--- src/rtl/alu_pkg.sv ---
// Shared ALU op codes, opcode constants and the issue-entry record used by the EX issue stage.
// ALU_ISSUE_ILLEGAL_DET_EN adds an illegal flag to each issue entry.
package alu_pkg;

    localparam logic [3:0] OP_ADD  = 4'd0;
    localparam logic [3:0] OP_SUB  = 4'd1;
    localparam logic [3:0] OP_SLL  = 4'd2;
    localparam logic [3:0] OP_SLT  = 4'd3;
    localparam logic [3:0] OP_SLTU = 4'd4;
    localparam logic [3:0] OP_XOR  = 4'd5;
    localparam logic [3:0] OP_SRL  = 4'd6;
    localparam logic [3:0] OP_SRA  = 4'd7;
    localparam logic [3:0] OP_OR   = 4'd8;
    localparam logic [3:0] OP_AND  = 4'd9;

    localparam logic [6:0] OPC_R     = 7'b0110011;
    localparam logic [6:0] OPC_I     = 7'b0010011;
    localparam logic [6:0] OPC_LUI   = 7'b0110111;
    localparam logic [6:0] OPC_AUIPC = 7'b0010111;

    typedef struct packed {
        logic [31:0] a;
        logic [31:0] b;
        logic [3:0]  op;
        logic [4:0]  rd;
        logic        wen;
        logic [31:0] pc;
`ifdef ALU_ISSUE_ILLEGAL_DET_EN
        logic        illegal;
`endif
    } issue_entry_t;

    typedef enum logic [1:0] {
        BUF_EMPTY,
        BUF_MAIN,
        BUF_FULL
    } buf_state_t;

endpackage

--- src/rtl/alu_issue_decode.sv ---
// Combinational decode of a raw instruction into ALU operands, op code, rd and write enable.
// ALU_ISSUE_ILLEGAL_DET_EN enables the illegal funct7 / shift-immediate detector.
module alu_issue_decode
    import alu_pkg::*;
(
    input  logic [31:0] instr,
    input  logic [31:0] pc,
    input  logic [31:0] rs1_data,
    input  logic [31:0] rs2_data,
    output logic [31:0] a,
    output logic [31:0] b,
    output logic [3:0]  op,
    output logic [4:0]  rd,
    output logic        wen
`ifdef ALU_ISSUE_ILLEGAL_DET_EN
    ,
    output logic        illegal
`endif
);

    logic [6:0]  opcode;
    logic [2:0]  funct3;
    logic [31:0] imm_i;
    logic [31:0] imm_u;
    logic [31:0] shamt;

    assign opcode = instr[6:0];
    assign funct3 = instr[14:12];
    assign rd     = instr[11:7];
    assign imm_i  = {{20{instr[31]}}, instr[31:20]};
    assign imm_u  = {instr[31:12], 12'b0};
    assign shamt  = {27'b0, instr[24:20]};

`ifdef ALU_ISSUE_ILLEGAL_DET_EN
    logic ill;
    assign illegal = ill;
`endif

    always_comb begin
        a   = rs1_data;
        b   = imm_i;
        op  = OP_ADD;
        wen = 1'b0;
`ifdef ALU_ISSUE_ILLEGAL_DET_EN
        ill = 1'b0;
`endif
        case (opcode)
            OPC_R: begin
                b   = rs2_data;
                wen = 1'b1;
                case (funct3)
                    3'b000: op = instr[30] ? OP_SUB : OP_ADD;
                    3'b001: op = OP_SLL;
                    3'b010: op = OP_SLT;
                    3'b011: op = OP_SLTU;
                    3'b100: op = OP_XOR;
                    3'b101: op = instr[30] ? OP_SRA : OP_SRL;
                    3'b110: op = OP_OR;
                    default: op = OP_AND;
                endcase
`ifdef ALU_ISSUE_ILLEGAL_DET_EN
                ill = (instr[31:25] != 7'b0000000 && instr[31:25] != 7'b0100000) ||
                      (instr[31:25] == 7'b0100000 && funct3 != 3'b000 && funct3 != 3'b101);
`endif
            end
            OPC_I: begin
                wen = 1'b1;
                case (funct3)
                    3'b000: op = OP_ADD;
                    3'b001: begin
                        op = OP_SLL;
                        b  = shamt;
                    end
                    3'b010: op = OP_SLT;
                    3'b011: op = OP_SLTU;
                    3'b100: op = OP_XOR;
                    3'b101: begin
                        op = instr[30] ? OP_SRA : OP_SRL;
                        b  = shamt;
                    end
                    3'b110: op = OP_OR;
                    default: op = OP_AND;
                endcase
`ifdef ALU_ISSUE_ILLEGAL_DET_EN
                ill = (funct3 == 3'b001 && instr[31:25] != 7'b0000000) ||
                      (funct3 == 3'b101 && instr[31:25] != 7'b0000000 && instr[31:25] != 7'b0100000);
`endif
            end
            OPC_LUI: begin
                a   = 32'b0;
                b   = imm_u;
                wen = 1'b1;
            end
            OPC_AUIPC: begin
                a   = pc;
                b   = imm_u;
                wen = 1'b1;
            end
            default: begin
                a = rs1_data;
            end
        endcase
`ifdef ALU_ISSUE_ILLEGAL_DET_EN
        if (ill) begin
            op  = OP_ADD;
            wen = 1'b0;
        end
`endif
        // x0 is never written, whatever the class
        if (rd == 5'd0) begin
            wen = 1'b0;
        end
    end

endmodule

--- src/rtl/alu_issue.sv ---
// EX-stage issue register: decodes ID's instruction and holds it in a main + skid buffer pair.
// ALU_ISSUE_ILLEGAL_DET_EN exposes out_illegal for malformed R-type / shift-immediate encodings.
module alu_issue
    import alu_pkg::*;
#(
    parameter int          XLEN     = 32,
    parameter logic [31:0] RESET_PC = 32'h0
) (
    input  logic            clk,
    input  logic            rst_n,
    input  logic            in_valid,
    output logic            in_ready,
    input  logic [31:0]     in_instr,
    input  logic [XLEN-1:0] in_pc,
    input  logic [XLEN-1:0] in_rs1_data,
    input  logic [XLEN-1:0] in_rs2_data,
    input  logic            flush,
    output logic            out_valid,
    input  logic            out_ready,
    output logic [XLEN-1:0] alu_a,
    output logic [XLEN-1:0] alu_b,
    output logic [3:0]      alu_op,
    output logic [4:0]      out_rd,
    output logic            out_wen,
    output logic [XLEN-1:0] out_pc
`ifdef ALU_ISSUE_ILLEGAL_DET_EN
    ,
    output logic            out_illegal
`endif
);

    buf_state_t   state_q;
    buf_state_t   state_d;
    issue_entry_t dec_entry;
    issue_entry_t main_q;
    issue_entry_t skid_q;
    logic         accept;
    logic         consume;
    logic         load_main;
    logic         main_from_skid;
    logic         load_skid;

    alu_issue_decode u_decode (
        .instr    (in_instr),
        .pc       (in_pc),
        .rs1_data (in_rs1_data),
        .rs2_data (in_rs2_data),
        .a        (dec_entry.a),
        .b        (dec_entry.b),
        .op       (dec_entry.op),
        .rd       (dec_entry.rd),
        .wen      (dec_entry.wen)
`ifdef ALU_ISSUE_ILLEGAL_DET_EN
        ,
        .illegal  (dec_entry.illegal)
`endif
    );

    assign dec_entry.pc = in_pc;

    assign in_ready  = (state_q != BUF_FULL);
    assign out_valid = (state_q != BUF_EMPTY);
    assign accept    = in_valid & in_ready;
    assign consume   = out_valid & out_ready;

    always_ff @(posedge clk or negedge rst_n) begin
        if (!rst_n) begin
            state_q <= BUF_EMPTY;
        end else begin
            state_q <= state_d;
        end
    end

    // Flush wins over any accept/consume in the same cycle
    always_comb begin
        state_d        = state_q;
        load_main      = 1'b0;
        main_from_skid = 1'b0;
        load_skid      = 1'b0;
        if (flush) begin
            state_d = BUF_EMPTY;
        end else begin
            case (state_q)
                BUF_EMPTY: begin
                    if (accept) begin
                        state_d   = BUF_MAIN;
                        load_main = 1'b1;
                    end
                end
                BUF_MAIN: begin
                    if (accept && consume) begin
                        load_main = 1'b1;
                    end else if (accept) begin
                        state_d   = BUF_FULL;
                        load_skid = 1'b1;
                    end else if (consume) begin
                        state_d = BUF_EMPTY;
                    end
                end
                BUF_FULL: begin
                    if (consume) begin
                        state_d        = BUF_MAIN;
                        main_from_skid = 1'b1;
                    end
                end
                default: state_d = BUF_EMPTY;
            endcase
        end
    end

    always_ff @(posedge clk or negedge rst_n) begin
        if (!rst_n) begin
            main_q    <= '0;
            main_q.op <= OP_ADD;
            main_q.pc <= RESET_PC;
        end else if (load_main) begin
            main_q <= dec_entry;
        end else if (main_from_skid) begin
            main_q <= skid_q;
        end
    end

    always_ff @(posedge clk or negedge rst_n) begin
        if (!rst_n) begin
            skid_q    <= '0;
            skid_q.op <= OP_ADD;
            skid_q.pc <= RESET_PC;
        end else if (load_skid) begin
            skid_q <= dec_entry;
        end
    end

    assign alu_a   = main_q.a;
    assign alu_b   = main_q.b;
    assign alu_op  = main_q.op;
    assign out_rd  = main_q.rd;
    assign out_wen = main_q.wen;
    assign out_pc  = main_q.pc;
`ifdef ALU_ISSUE_ILLEGAL_DET_EN
    assign out_illegal = main_q.illegal;
`endif

endmodule
--- config.mk ---
export PLATFORM = sky130hd
export DESIGN_NAME = alu_issue
export DESIGN_NICKNAME = d
export VERILOG_FILES = /design/src/rtl/alu_pkg.sv /design/src/rtl/alu_issue_decode.sv /design/src/rtl/alu_issue.sv
export SDC_FILE = /design/constraint.sdc
export NUM_CORES = 1
export LEC_CHECK = 0
export BUFFER_PORTS_ARGS = -buffer_cell sky130_fd_sc_hd__clkbuf_2
export CORE_MARGIN = 2
export CORE_UTILIZATION = 43
export CTS_CLUSTER_DIAMETER = 150
export CTS_CLUSTER_SIZE = 25
export DETAILED_ROUTE_END_ITERATION = 7
export GPL_TIMING_DRIVEN = 0
export PLACE_DENSITY = 0.77
export SETUP_SLACK_MARGIN = 0.1
export SLEW_MARGIN = 20
export SYNTH_ARGS = -nofsm -noshare
export SYNTH_HDL_FRONTEND = slang
export SYNTH_HIERARCHICAL = 1
export SYNTH_SLANG_ARGS = --single-unit
--- constraint.sdc ---
create_clock -name clk -period 5.2 [get_ports clk]
set_input_delay 0.26 -clock clk [delete_from_list [all_inputs] [get_ports clk]]
set_output_delay 0.26 -clock clk [all_outputs]
set_load 0.02 [all_outputs]
==> impl_metrics.yaml, run 1 <==
synthesis:
  synth.largest_area_cell: "dfrtp_1"
  yosysUniqueCellTypes: 39
  yosys_warnings: 6
  synthCells: 761
  syn_nets: 894
  syn-cell-area_sq_um: 10330
  synth_top_area_share_pct: 51.83
  synth_seq_cells: 214
  avgSynthCellArea_sq_um: 13.58
  synth_area_leaders: "dfrtp_1, a221o_1, mux2_4"
  synth.yosys.seq_area_share_pct: 51.83
global_route:
  grt_pass1_vias: 7462
  grt_max_degree: 90
  grt_overflow: 0
  antenna_found_initial: 0
  grt_use_total_pct: 21.36
  grt_pass1_wl_um: 42890
power_and_ir_drop:
  power_frac_comb_pct: 25.2
  seqPwrFrac_pct: 52.0
  irDropWorstVdd_v: 0.0002126
  clockPowerShare_pct: 22.9
  power.leakage_uw: 0.006109
  p_sw_share_pct: 29.44
  intPower_uw: 3076
  p_total_uw: 4360
  p_per_area_nw_per_um2: 352.8
  netSwitchingPower_uw: 1284
drt:
  drtIter0Drc: 483
  vias: 7394
  avgViaCountPerCell: 5.526
  drc: 0
  avgRoutedWirePerCell_um: 20.57
  ant_nets: 0
  totalWireLength_um: 27530
  dr.pass1.iters: 7
timing:
  rsz0062_at_grt: "no"
  worstMarginPinSlew_ns: 1.137
  setup_violations: 0
  timing.fmax_ghz: 0.4624
  skew_ns: 0.02288
  fin_tns_setup_ns: 0
  hold_viol: 0
  relSlewSlack_pct: 22.25
  whs_ns: 0.01775
  fin_crit_ns: 2.162
  maxSlewViolCount: 0
  period_share_pct: 41.59
placed_design:
  dp.final_hpwl_um: 20320
  placedCellCount: 1322
  place.gp.congestion: 0.8893
  numPortBuffers: 240
worst_setup_path:
  r2r_slack_ns: 3.04
  worst_ep_arrival_time_ns: 2.58
  crit_path_end_kind: "flip-flop"
  crit_fanout: 10
  criticalPathCategory: "reg -> reg"
  cp.required_ns: 5.62
  critPathLaunchType: "flip-flop"
clock_tree:
  cts_tree: "built"
  cts_sinks: 214
  numCtsBuffers: 12
  insertion_delay_ns: 0.48
  clk_path_buf_depth: 3
  clk_pin_slew_ns: 0.10
  htreeDepth: 1
  cts_setup_buffers: 0
  root_buffer: "clkbuf_16"
min_path:
  hold_path_class: "in -> reg"
floorplanning:
  fp.dieH_um: 159.0
  die_w_um: 159.0
  die_area_sq_um: 25280
  core_sq_um: 23540
  rows: 56
  start_util_pct: 43.89
  ioPinCount: 241
cells_and_area:
  antenna_cells: 0
  mostFrequentLayoutCell: "clkbuf_2"
  layout.nets: 1152
  layout.cells.non_filler: 1338
  drive_above_1_share_pct: 43.96
  synthToLayoutAreaGrowth_pct: 19.61
  final_cell_mix: "clkbuf_2, dfrtp_1, a221o_1"
  final_util_pct: 52.49
flow_run:
  maxCapViolCount: 0
run_status:
  outcome: "finished clean"
## layer usage
layer / part of all wire [%] / global-route usage (%)
met2: 47 / 34.19
met5: 0 / 0
met3: 4.6 / 3.022
met1: 45 / 30.27
met4: 3.0 / 6.653
## cell usage after synthesis, drive strengths merged
library cell	instances
a2111oi	1
nand2b	3
nand3b	1
o211ai	2
buf	43
o311ai	1
o21ba	1
clkbuf	28
or2	2
mux2	138
nand2	5
o2bb2ai	1
nor4b	1
and4bb	1
nor3	2
nor2	7
o32ai	1
a211oi	2
dfrtp	214
a22o	12
mux2i	1
or3b	1
and2	107
and2b	1
o21ai	1
nor3b	1
and3	21
a221o	125
nor2b	34
a21oi	3
## sequential cells by signal (all words and copies together), names as in the netlist
name and count:
out_rd 5, alu_a 32, alu_op 4, alu_b 32
state_q 2, out_wen 1, skid_q 106, out_pc 32
## through the flow
stage               setup slack, ns  area [sq um]
floorplan                     3.416         10330
global placement            -0.2867         11930
detailed placement            2.809         12000
CTS                           2.968         12360
global route                  2.886         12360
finish                        3.038         12360
## critical path, cell delays in order, from the launching register on
cell	delay, ns
dfrtp_1	0.43
and4bb_2	0.44
buf_1	0.55
clkbuf_1	0.40
and2_1	0.19
a221o_1	0.12
## cells by family after synthesis
group	after synthesis	synth area share, %
buf+inv	71	4.759
mux	139	17.72
flops	214	51.83
simple gates	187	11.48
compound gates	150	14.22
## final cells by class
| cell class | count | area, sq um |
|---|---|---|
| clock buffers | 13 | 325.3 |
| well taps | 319 | 399.1 |
| flip-flops and latches | 214 | 5355 |
| plain buffers | 71 | 491.7 |
| multi-input cells | 476 | 4486 |
| clock inverters | 1 | 16.27 |
| fillers | 2046 | 11180 |
| repair buffers | 244 | 1285 |
## path summary, 6_finish.rpt
kind	startpoint	end	cells after the start
max reg2reg	state_q[0]	alu_b[15]	5
min reg2reg	skid_q[49]	skid_q[49]	1
max in group asynchronous	rst_n	skid_q[26]	4
max	state_q[0]	alu_b[15]	5
min	flush	state_q[1]	2
min in group asynchronous	rst_n	alu_b[21]	2
## what timing repair did
| action | 4_1_cts | 5_1_grt |
|---|---|---|
| hold buffers | 2 | 0 |
| hold endpoints to repair | 89 | 0 |
| gates resized for setup | 0 | 0 |
## power by group through the flow
stage	registers, uW	clock network, uW	logic (uW)
3_5_place_dp	2290	0	1110
4_1_cts	2260	1030	1110
6_report	2270	996	1100
2_1_floorplan	2420	0	547
3_3_place_gp	2280	0	1070
5_1_grt	2310	1080	1180
Note: power is estimated with default switching activity, not from simulation.
==> run 2: changes to the inputs <==
==> constraint.sdc (replaced) <==
create_clock -name clk -period 2.2 [get_ports clk]
set_input_delay 0.11 -clock clk [delete_from_list [all_inputs] [get_ports clk]]
set_output_delay 0.11 -clock clk [all_outputs]
set_load 0.02 [all_outputs]
==> run 2 against run 1 <==
Compared with the run above: sequential share of layout area down 1.9 points; count of clock-buffer cells in the layout stayed put; combinational power up 140%; via count rose by 3.7%; largest power group unchanged; worst setup slack got worse by 2.9 ns; global-route usage up 0.48 points; clock power grew 140%; fmax increased by 6.9%; register-to-register slack worse by 2.9 ns; power is 140% higher; clock skew hardly changed; critical path depth rose by 1.
==> impl_metrics.yaml, run 2 (synthesized netlist as in run 1, its figures left out) <==
cells_and_area:
  fill_cells: 1963
  antenna_cells: 0
  seqCellArea_sq_um: 5355
  drive_above_1_share_pct: 41.90
  layout.nets: 1207
  final_cell_mix: "clkbuf_2, dfrtp_1, a221o_1"
  largest_reg_flops: 106
  regMostFlops: "skid_q"
  mostFrequentLayoutCell: "clkbuf_2"
  multi_input_area_sq_um: 4491
  synthToLayoutAreaGrowth_pct: 25.03
worst_setup_path:
  criticalPathCategory: "reg -> reg"
  cpPeakStageDelay_ns: 0.44
  crit_path_frequent_cell: "buf_6"
  critPathLaunchType: "flip-flop"
  crit_fanout: 10
  crit_path_end_kind: "flip-flop"
  worst_ep_arrival_time_ns: 2.38
  cp.required_ns: 2.56
  worst-path-stages: 6
  critPathBufInv: 3
  slowest_stage: "dfrtp_1"
  r2r_cells: 6
  crit_chain: "or3b_4 -> nand2b_1 -> buf_2 -> buf_6 -> buf_6 -> mux2_4"
  critical-path-top-delay-family: "simple AND/OR/NAND/NOR gates"
placed_design:
  dp.final_hpwl_um: 20320
  numPortBuffers: 240
  place.gp.congestion: 0.8893
  place_ws_ns: -0.04125
timing:
  whs_ns: 0.01535
  timing.fmax_ghz: 0.4943
  setup_ws_ns: 0.1771
  relSlewSlack_pct: 21.60
  fin_crit_ns: 2.023
  worstMarginPinSlew_ns: 1.146
  setup_violations: 0
  skew_ns: 0.02315
  maxSlewViolCount: 0
  period_share_pct: 91.95
  hold_viol: 0
  rsz0062_at_grt: "yes"
drt:
  avgViaCountPerCell: 5.503
  totalWireLength_um: 28320
  avgRoutedWirePerCell_um: 20.33
  drtIter0Drc: 538
  dr.pass1.iters: 5
  vias: 7666
  ant_nets: 0
  drc: 0
clock_tree:
  htreeDepth: 1
  cts_tree: "built"
  clk_path_buf_depth: 3
  numCtsBuffers: 12
  clk_pin_slew_ns: 0.10
  root_buffer: "clkbuf_16"
  cts_sinks: 214
  insertion_delay_ns: 0.48
power_and_ir_drop:
  p_per_area_nw_per_um2: 804.3
  power.leakage_uw: 0.006351
  irDropWorstVdd_v: 0.0005309
floorplanning:
  die_area_sq_um: 25280
  start_util_pct: 43.89
  ioPinCount: 241
  die_w_um: 159.0
  core_sq_um: 23540
  fp.dieH_um: 159.0
  rows: 56
global_route:
  grt_pass1_wl_um: 43970
  grt_max_degree: 90
  antenna_found_initial: 0
  grt_use_total_pct: 21.83
  grt_pass1_vias: 7722
  grt_overflow: 0
min_path:
  hold_path_class: "in -> reg"
  min_path_cells: 3
flow_run:
  maxCapViolCount: 0
run_status:
  outcome: "finished clean"
-- run 2: cell types whose count changed in the layout (fill, tap and decap cells not counted) --
cell	delta
clkbuf_2	+1
nor2_4	+1
buf_1	-1
nor2_2	-1
clkbuf_1	-1
dlygate4sd3_1	+55
buf_4	+1
-- run 2: worst paths after layout --
check                                startpoint          end  slack (ns)
min in group asynchronous                 rst_n    alu_b[21]        0.22
max in group asynchronous                 rst_n   out_pc[24]        0.83
worst max register to register       state_q[1]  skid_q[102]        0.18
worst min-delay path            in_rs1_data[24]    alu_a[24]        0.02
worst max-delay path                 state_q[1]  skid_q[102]        0.18
worst min register to register       skid_q[43]   skid_q[43]        0.50
-- run 2: cell type report --
class                      instances  share of cell area, %
buffer                            71                  3.845
clock buffer                      13                  2.518
clock inverter                     1                 0.1259
multi-input combinational        476                  34.76
sequential                       214                  41.45
tap                              319                  3.090
timing repair buffer             299                  14.21
-- run 2: power breakdown --
| part | internal, uW | leakage, uW | switching (uW) | total (uW) |
|---|---|---|---|---|
| Combinational | 1400 | 0.00353 | 1290 | 2680 |
| Clock | 1070 | 0.000167 | 1270 | 2350 |
| Sequential | 4870 | 0.00266 | 495 | 5360 |
-- run 2: metrics by stage --
stage | utilization [%] | area [sq um] | power, uW | std cells | TNS (ns)
6_report | 54.87 | 12920 | 10390 | 1393 | 0
5_1_grt | 54.87 | 12920 | 10890 | 1393 | 0
4_1_cts | 54.85 | 12910 | 10480 | 1393 | 0
3_5_place_dp | 50.96 | 12000 | 8032 | 1322 | -0.09709
3_3_place_gp | 50.69 | 11930 | 7904 | 1320 | -665.84
2_1_floorplan | - | 10330 | 7018 | 761 | 0
-- run 2: worst reg2reg max path, stage by stage, from the launching register on --
cell,delay [ns]
dfrtp_1,0.44
or3b_4,0.44
nand2b_1,0.15
buf_2,0.21
buf_6,0.20
buf_6,0.18
mux2_4,0.31
-- run 2: timing repair --
item,CTS,global route
hold buffers,57,0
setup buffers,0,0
setup endpoints to repair,40,62
gates resized for setup,2,3
hold endpoints to repair,184,0
-- run 2: metal layers --
layer / track usage, % / share of wire (%) / vias up
li1: - / - / 3474
met1: 30.44 / 44 / 3903
met2: 36.21 / 48 / 254
met3: 2.943 / 5.2 / 35
met4: 5.661 / 2.3 / 0
met5: 0 / 0 / -
